--- config.mk ---
export PLATFORM = sky130hd
export DESIGN_NAME = seq_div_unit
export DESIGN_NICKNAME = d
export VERILOG_FILES = /design/src/rtl/seq_div_unit.sv
export SDC_FILE = /design/constraint.sdc
export NUM_CORES = 1
export LEC_CHECK = 0
export BUFFER_PORTS_ARGS = -buffer_cell sky130_fd_sc_hd__clkbuf_2
export CORE_ASPECT_RATIO = 0.8
export CORE_MARGIN = 4
export CORE_UTILIZATION = 43
export DETAILED_ROUTE_END_ITERATION = 12
export GPL_TIMING_DRIVEN = 0
export PLACE_DENSITY = 0.69
export SLEW_MARGIN = 40
export SYNTH_ARGS = -nofsm -noshare
export SYNTH_HDL_FRONTEND = slang
export SYNTH_SLANG_ARGS = --single-unit
--- constraint.sdc ---
create_clock -name clk -period 12.1 [get_ports clk]
set_input_delay 1.21 -clock clk [delete_from_list [all_inputs] [get_ports clk]]
set_output_delay 1.21 -clock clk [all_outputs]
set_load 0.005 [all_outputs]
--- src/rtl/seq_div_unit.sv ---
// Radix-2 restoring divider, one quotient bit per cycle, with flush and a
// valid/ready result handshake. Result is {remainder, quotient}.
module seq_div_unit #(
  parameter int WIDTH = 32
) (
  input  logic               clk,
  input  logic               resetn,
  input  logic               flush,
  input  logic [1:0]         div_op,
  input  logic [WIDTH-1:0]   dividend,
  input  logic [WIDTH-1:0]   divisor,
  input  logic               div_in_valid,
  output logic               div_in_ready,
  output logic [2*WIDTH-1:0] div_result,
  output logic               div_out_valid,
  input  logic               div_out_ready
);

  localparam int CW = $clog2(WIDTH);

  typedef enum logic [1:0] {IDLE, CALC, DONE} state_t;

  state_t           state_reg;
  logic [WIDTH-1:0] rem_reg;
  logic [WIDTH-1:0] quo_reg;
  logic [WIDTH-1:0] dsr_reg;
  logic             sign_q_reg;
  logic             sign_r_reg;
  logic [CW-1:0]    iter_reg;

  logic             op_signed;
  logic             request;
  logic             sign_q_next;
  logic             sign_r_next;
  logic [WIDTH-1:0] abs_dividend;
  logic [WIDTH-1:0] abs_divisor;
  logic [WIDTH:0]   trial;
  logic [WIDTH:0]   diff;
  logic [WIDTH-1:0] rem_next;
  logic [WIDTH-1:0] quo_next;
  logic [WIDTH-1:0] rem_fix;
  logic [WIDTH-1:0] quo_fix;
  logic             last_step;

  always_comb begin
    op_signed    = div_op[0];
    request      = div_in_valid & (div_op != 2'b00);
    sign_q_next  = op_signed & (dividend[WIDTH-1] ^ divisor[WIDTH-1]);
    sign_r_next  = op_signed & dividend[WIDTH-1];
    abs_dividend = (op_signed & dividend[WIDTH-1]) ? -dividend : dividend;
    abs_divisor  = (op_signed & divisor[WIDTH-1])  ? -divisor  : divisor;
    // The partial remainder never exceeds WIDTH bits, so only its low part is stored.
    trial        = {rem_reg, quo_reg[WIDTH-1]};
    diff         = trial - {1'b0, dsr_reg};
    rem_next     = diff[WIDTH] ? trial[WIDTH-1:0] : diff[WIDTH-1:0];
    quo_next     = {quo_reg[WIDTH-2:0], ~diff[WIDTH]};
    rem_fix      = sign_r_reg ? -rem_next : rem_next;
    quo_fix      = sign_q_reg ? -quo_next : quo_next;
    last_step    = (iter_reg == CW'(WIDTH - 1));
  end

  always_ff @(posedge clk or negedge resetn) begin
    if (!resetn) begin
      state_reg     <= IDLE;
      rem_reg       <= '0;
      quo_reg       <= '0;
      dsr_reg       <= '0;
      sign_q_reg    <= 1'b0;
      sign_r_reg    <= 1'b0;
      iter_reg      <= '0;
      div_in_ready  <= 1'b1;
      div_out_valid <= 1'b0;
      div_result    <= '0;
    end else if (flush) begin
      state_reg     <= IDLE;
      div_in_ready  <= 1'b1;
      div_out_valid <= 1'b0;
    end else begin
      case (state_reg)
        IDLE: begin
          if (request) begin
            quo_reg      <= abs_dividend;
            dsr_reg      <= abs_divisor;
            rem_reg      <= '0;
            sign_q_reg   <= sign_q_next;
            sign_r_reg   <= sign_r_next;
            iter_reg     <= '0;
            div_in_ready <= 1'b0;
            state_reg    <= CALC;
          end
        end
        CALC: begin
          rem_reg  <= rem_next;
          quo_reg  <= quo_next;
          iter_reg <= iter_reg + 1'b1;
          // Sign correction is folded into the final step so the output is registered.
          if (last_step) begin
            div_result    <= {rem_fix, quo_fix};
            div_out_valid <= 1'b1;
            state_reg     <= DONE;
          end
        end
        DONE: begin
          if (div_out_ready) begin
            div_out_valid <= 1'b0;
            div_in_ready  <= 1'b1;
            state_reg     <= IDLE;
          end
        end
        default: begin
          state_reg <= IDLE;
        end
      endcase
    end
  end

endmodule
Word level (Yosys, flattened, before mapping) --
Cells that the tools add are included.
Word-level totals: output and inout bits 66, word-level logic and storage cells 65, register bits 171
Operators by class: bitwise logic cells 7, reduce and logical (&&, ||, !) cells 11, mux-type cells 24, add/subtract/negate cells 6, eq/ne operators 7
Operators by type and width (count):
- 32-bit 2-to-1 mux | 7
- 32-bit negator | 4
- 32-bit case mux with 2 select lines | 2
- 33-bit by 32-bit subtractor with 33-bit output | 1
- 3-bit AND reduction | 6
- 5-bit case mux with 2 select lines | 1
- 3-bit != test (second input constant) | 3
- 2-bit 2-to-1 mux | 4
- 1-bit 2-to-1 mux | 6
- 2-bit case mux with 3 select lines | 1
- 3-bit nonzero test | 2
- 5-bit by 1-bit adder with 5-bit output (second input constant) | 1
- 5-bit equality test (second input constant) | 1
- 5-bit 2-to-1 mux | 1
- 1-bit AND | 4
- 1-bit case mux with 2 select lines | 2
- 2-bit nonzero test | 2
- 2-bit by 1-bit equality test with 1-bit output (second input constant) | 1
- 2-bit equality test (second input constant) | 1
- 2-bit logical NOT | 1
- 2-bit != test (second input constant) | 1
- 1-bit inverter | 2
- 1-bit bitwise XOR | 1

Depth between registers and ports, before layout --
Gate-level depths: netlist (run 1).
depth after elaboration 5, mapped depth 23, depth with buffers taken out 21

Least setup slack after synthesis (run 1) --
No wires, ideal clock.
kind reg2reg, start register quo_reg[31], end register div_result[26], stages on the path, launching flop included 24, setup slack 6393 ps, arrival time 5577 ps, library setup time 130 ps, required time 11970 ps, period minus slack after synthesis 5707 ps, cells stage by stage dfrtp_1 inv_1 ha_1 fa_1 nor2b_4 o31ai_2 a31oi_1 a21oi_1 nor4_2 o21a_1 nor2_4 inv_2 buf_2 buf_1 ha_1 nand2b_1 or3_1 or4_4 or4_1 or4_1 or2_1 o31ai_2 xor2_1 o21ai_1
Between the ends: cells in the longest elaborated chain, start to end 4
RTL lines:
- start, declared | RTL line 25 | logic [WIDTH-1:0] quo_reg;
- start signal, assigned | RTL line 82 | quo_reg <= abs_dividend;
- start signal, assigned | RTL line 94 | quo_reg <= quo_next;
- 33-bit by 32-bit subtractor with 33-bit output | RTL line 54 | diff = trial - {1'b0, dsr_reg};
- 1-bit inverter | RTL line 56 | quo_next = {quo_reg[WIDTH-2:0], ~diff[WIDTH]};
- 32-bit negator | RTL line 58 | quo_fix = sign_q_reg ? -quo_next : quo_next;
- 32-bit 2-to-1 mux | RTL line 58
- end signal, assigned | RTL line 98 | div_result <= {rem_fix, quo_fix};
- end, declared | RTL line 14 | output logic [2*WIDTH-1:0] div_result,
No other way between the ends. A chain may end at the register's enable or synchronous reset.

Worst setup path in the final report (run 1) --
start register dsr_reg[0], end register div_result[26]
Between the ends: cells in the longest elaborated chain, start to end 4
RTL lines:
- start, declared | RTL line 26 | logic [WIDTH-1:0] dsr_reg;
- start signal, assigned | RTL line 83 | dsr_reg <= abs_divisor;
- 33-bit by 32-bit subtractor with 33-bit output | RTL line 54
- 1-bit inverter | RTL line 56
- 32-bit negator | RTL line 58
- 32-bit 2-to-1 mux | RTL line 58
No other way between the ends.

==> flow_summary.toml, run 1 <==
[timing]
finClkSkew_ns = 0.0243
layout_min_cycle_time_ns = 7.01
hold_viol = 0
tns_ns = 0
setup_viol = 0
tightest_slew_ns = 0.716
slew_headroom = 0.509
holdWs_ns = 0.485
fin_ws_ns = 5.09
finalCritPeriodShare = 0.579
report.final.slew_viol_count = 0
fmax_mhz = 143
rsz0062_at_grt = "false"

[clock_network]
cts_resized = 0
worstSkewPairLatency_ns = 0.45
root_buffer = "clkbuf_16"
post_cts_buffers = 0
cts_num_sinks = 171
cts_buffers = 17
cts_hold_buf = 0
clkSlewWorstSetupHoldPaths_ns = 0.08
cts_tree = "built"
cts_buffer_depth = 2
ctsHtreeMaxLevel = 4

[worst_setup_path]
worstPathRequired_ns = 12.43
cp-start-kind = "flip-flop"
rrSetupSlack_ns = 5.09
crit_arrival_ns = 7.34
critPathMaxStageDelay_ns = 0.49
critPathMaxFanout = 10
reg2reg_to = "div_result[26]"
cp-end-kind = "flip-flop"
critical_path_class = "reg2reg"
timing.rr.start = "dsr_reg[0]"
slowest_stage = "buf_1"
ff2ff_path_depth = 22
crit_chain = "ha_1 -> fa_1 -> nor2b_4 -> o31ai_2 -> a31oi_1 -> a21oi_1 -> nor4_2 -> o21a_1 -> nor2_4 -> inv_2 -> buf_2 -> buf_1 -> ha_1 -> nand2b_1 -> or3_1 -> or4_4 -> or4_1 -> or4_1 -> or2_1 -> o31ai_2 -> xor2_1 -> o21ai_1"

[cells_and_area]
final_cell_mix = "231 x nand2_1, 193 x o21ai_0, 170 x dfrtp_1"
layout_commonest_cell = "nand2_1"
regMostFlops = "div_result"
drive_gt1_frac = 0.126
nets = 1758
area_growth_pct = 15.2
diodes = 0
largest_reg_flops = 64

[placed_design]
port_buffers = 135
gp_congestion = 0.953
place_ws_ns = 5.23
hpwl_mm = 30.7

[floorplanning]
start_util = 0.439
ioPinCount = 137
rows = 54
dieWidth_um = 195
die_h_um = 158
die_area_um2 = 30900
core-area_um2 = 27500

[run_status]
status = "complete, no violations"

[drt]
drt_iter0_drc = 1245
num_vias = 11800
wl_mm = 38.5
dr.pass1.iters = 5
postRouteAntennaNets = 0
viasPerCell = 5.84
drc = 0
wl_per_cell_um = 19.0

[worst_hold_path]
min_to = "div_result[44]"
hp-start = "div_result[44]"
hp-class = "reg2reg"
whs_path_depth = 2

[synthesis]
ys_seq_area_frac = 0.354
synthFlopType = "dfrtp_1"
yosysWarnings = 0
synth-async-reset-ratio = 1.00
ys_types = 77
synth-seq-cells = 171
synth.cell_area_um2 = 12100
syn-num-nets = 1602
synth-edff-count = 0
synthCells = 1492
synth_area_per_cell_um2 = 8.10

[global_route]
grt_pass1_vias = 10900
overflow = 0
antenna_found_initial = 0
grt_use_total = 0.248
grt_pass1_wl_mm = 61.4
grt_max_degree = 68

[pwr]
power_leakage_nw = 6.11
powerDensity_nw_per_um2 = 219
p_total_mw = 3.05
ir_drop_uv = 123

[flow_run]
max-cap-violations = 0
## per-stage QoR
step	cell area (um^2)	utilization	std cells
2_1_floorplan	12100	-	1492
6_report	13900	0.506	2025
3_3_place_gp	13200	0.480	1991
5_1_grt	13900	0.506	2025
3_5_place_dp	13300	0.483	1993
4_1_cts	13900	0.506	2025
## how the worst max path moves through the flow
stage          depth (start not counted)  slack, ns        start              to
4_1_cts                               22       5.16   dsr_reg[0]  div_result[26]
3_3_place_gp                          22       5.30   dsr_reg[0]  div_result[26]
5_1_grt                               22       4.72  rem_reg[11]  div_result[26]
3_5_place_dp                          23       5.23  quo_reg[31]  div_result[26]
2_1_floorplan                         23       6.39  quo_reg[31]  div_result[26]
6_report                              22       5.09   dsr_reg[0]  div_result[26]
## routing by layer
metal / GRT usage / part of all wire
met1: 0.399 / 0.49
met2: 0.338 / 0.39
met3: 0.0528 / 0.10
met4: 0.0505 / 0.012
met5: 0 / 0
## cell families (layout without fill, tap and decap cells)
kind of cell | count (synthesis) | in the layout | synth area share
and+or+nand+nor | 515 | 515 | 0.202
AOI/OAI and AO/OA | 476 | 476 | 0.241
DFF | 171 | 171 | 0.354
xor gates and xnor gates | 132 | 132 | 0.0957
buffers and inverters | 130 | 299 | 0.0411
adders and majority gates | 39 | 39 | 0.0410
muxes | 29 | 29 | 0.0252
## power breakdown
group | internal (mW) | leakage [nW] | total (mW) | switching (mW)
combinational | 0.592 | 3.54 | 1.68 | 1.09
clock | 0.288 | 0.302 | 0.588 | 0.300
sequential | 0.655 | 2.27 | 0.783 | 0.128
total | 1.54 | 6.11 | 3.05 | 1.52
## cell usage after synthesis (15+ instances only)
cell	number	area, um^2
nand2_1	231	867
o21ai_0	193	966
dfrtp_1	170	4250
a21oi_1	105	526
nor2_1	89	334
xor2_1	70	613
clkbuf_1	65	244
xnor2_1	62	543
inv_1	51	191
ha_1	38	475
nor3_1	36	180
nand3_1	33	165
o31ai_1	22	165
mux2i_1	20	200
a31oi_1	19	119
o21ai_1	16	80.1
nor4_1	15	93.8
## critical path: cells and delay by family (launching register included)
| kind | cells | cell delay, ns |
|---|---|---|
| flip-flops | 1 | 0.44 |
| AND/OR/NAND/NOR | 9 | 2.89 |
| XOR/XNOR | 1 | 0.19 |
| adder cells (fa/ha/maj) | 3 | 0.94 |
| buffers and inverters | 3 | 1.02 |
| AO/OA/AOI/OAI | 6 | 1.39 |
## final cells by class
class                           instances  area [um^2]
Fill cell                            2688        13600
Tap cell                              364          455
Multi-Input combinational cell       1191         7320
Inverter                               52          195
Buffer                                 78          302
Sequential cell                       171         4280
Clock inverter                         15          208
Clock buffer                           17          425
Timing Repair Buffer                  137          739
Power figures use the tool's default switching activity.
==> run 2: changes to the inputs <==
==> constraint.sdc (replaced) <==
create_clock -name clk -period 7.09 [get_ports clk]
set_input_delay 0.709 -clock clk [delete_from_list [all_inputs] [get_ports clk]]
set_output_delay 0.709 -clock clk [all_outputs]
set_load 0.005 [all_outputs]
==> flow_summary.toml, run 2 (synthesis gave the netlist of run 1 again) <==
[cells_and_area]
regMostFlops = "div_result"
layout_commonest_cell = "nand2_1"
fillers = 2690
diodes = 0
fin_util = 0.506
nets = 1757
area_growth_pct = 15.2
drive_gt1_frac = 0.126
largest_reg_flops = 64
final_cell_mix = "231 x nand2_1, 193 x o21ai_0, 170 x dfrtp_1"

[timing]
hold_viol = 0
fin_ws_ns = 0.454
tns_ns = 0
report.final.slew_viol_count = 0
fmax_mhz = 151
tightest_slew_ns = 0.772
rsz0062_at_grt = "false"
finClkSkew_ns = 0.0264
slew_headroom = 0.485
finalCritPeriodShare = 0.936
layout_min_cycle_time_ns = 6.64
setup_viol = 0

[worst_setup_path]
crit_chain = "ha_1 -> buf_2 -> nand4_1 -> o31a_1 -> o21ai_0 -> a21oi_1 -> nor4_2 -> o21a_1 -> nor2_4 -> inv_2 -> buf_2 -> ha_1 -> nand2b_1 -> or3_1 -> or4_4 -> or4_1 -> or4_1 -> or2_1 -> o31ai_2 -> xor2_1 -> o21ai_1"
critPathMaxStageDelay_ns = 0.50
crit_buf_inv = 3
critical_path_class = "reg2reg"
critPathMaxFanout = 19
worstPathRequired_ns = 7.42
rrSetupSlack_ns = 0.45
slowest_stage = "dfrtp_1"
cp-end-kind = "flip-flop"
cp-start-kind = "flip-flop"
worst-path-stages = 21
ff2ff_path_depth = 21
crit_arrival_ns = 6.97
critPathTopFamily = "simple AND/OR/NAND/NOR gates"

[drt]
postRouteAntennaNets = 0
viasPerCell = 5.83
num_vias = 11800
drc = 0
wl_per_cell_um = 19.0
wl_mm = 38.4
drt_iter0_drc = 1269
dr.pass1.iters = 5

[placed_design]
gp_congestion = 0.953
hpwl_mm = 30.7
place_ws_ns = 0.216
port_buffers = 135

[floorplanning]
start_util = 0.439
ioPinCount = 137
dieWidth_um = 195
die_area_um2 = 30900
rows = 54
core-area_um2 = 27500
die_h_um = 158

[clock_network]
root_buffer = "clkbuf_16"
cts_buffer_depth = 2
ctsHtreeMaxLevel = 4
post_cts_buffers = 0
worstSkewPairLatency_ns = 0.46
cts_hold_buf = 0
cts_tree = "built"
cts_num_sinks = 171
clkSlewWorstSetupHoldPaths_ns = 0.08
cts_resized = 0
cts_buffers = 17

[global_route]
grt_pass1_vias = 10900
antenna_found_initial = 0
overflow = 0
grt_max_degree = 68
grt_pass1_wl_mm = 61.4
grt_use_total = 0.248

[run_status]
status = "complete, no violations"

[pwr]
ir_drop_uv = 210
power_leakage_nw = 6.11
p_total_mw = 5.20
powerDensity_nw_per_um2 = 373

[worst_hold_path]
hp-class = "in2async"

[flow_run]
max-cap-violations = 0
## run 2: cell types whose count changed in the layout (fill, tap and decap cells not counted)
cell,change
buf_1,-1
## run 2: final cells by class
type                       instances  area [um^2]  share of cell area
clock buffer                      17          425              0.0306
inverter                          52          195              0.0140
sequential                       171         4280               0.308
timing repair buffer             137          739              0.0531
clock inverter                    15          208              0.0149
multi-input combinational       1191         7320               0.526
tap                              364          455              0.0327
buffer                            77          298              0.0214
## run 2: power breakdown
part / switching, mW / leakage (nW) / internal (mW)
clock network: 0.509 / 0.302 / 0.492
logic: 1.85 / 3.54 / 1.01
registers: 0.216 / 2.27 / 1.12
total: 2.58 / 6.11 / 2.62
## run 2: worst paths after layout
| check | start | to |
|---|---|---|
| worst min register to register | div_result[32] | div_result[32] |
| max in group asynchronous | resetn | div_result[44] |
| min in group clk | div_result[32] | div_result[32] |
| worst max-delay path | rem_reg[11] | div_result[26] |
| worst min-delay path | resetn | div_out_valid |
| worst max register to register | rem_reg[11] | div_result[26] |
## run 2: metrics by stage
stage | cells | cell area [um^2] | hold slack, ns
finish | 2024 | 13900 | 0.166
global route | 2024 | 13900 | 0.187
CTS | 2025 | 13900 | 0.177
detailed placement | 1993 | 13300 | 0.470
global placement | 1991 | 13200 | 0.463
floorplan | 1492 | 12100 | 0.413
## run 2: per-layer routing
| metal | vias up | global-route usage | share of wire |
|---|---|---|---|
| met2 | 558 | 0.338 | 0.39 |
| met4 | 0 | 0.0505 | 0.013 |
| met3 | 39 | 0.0528 | 0.10 |
| met1 | 5520 | 0.399 | 0.49 |
| met5 | - | 0 | 0 |
| li1 | 5678 | - | - |
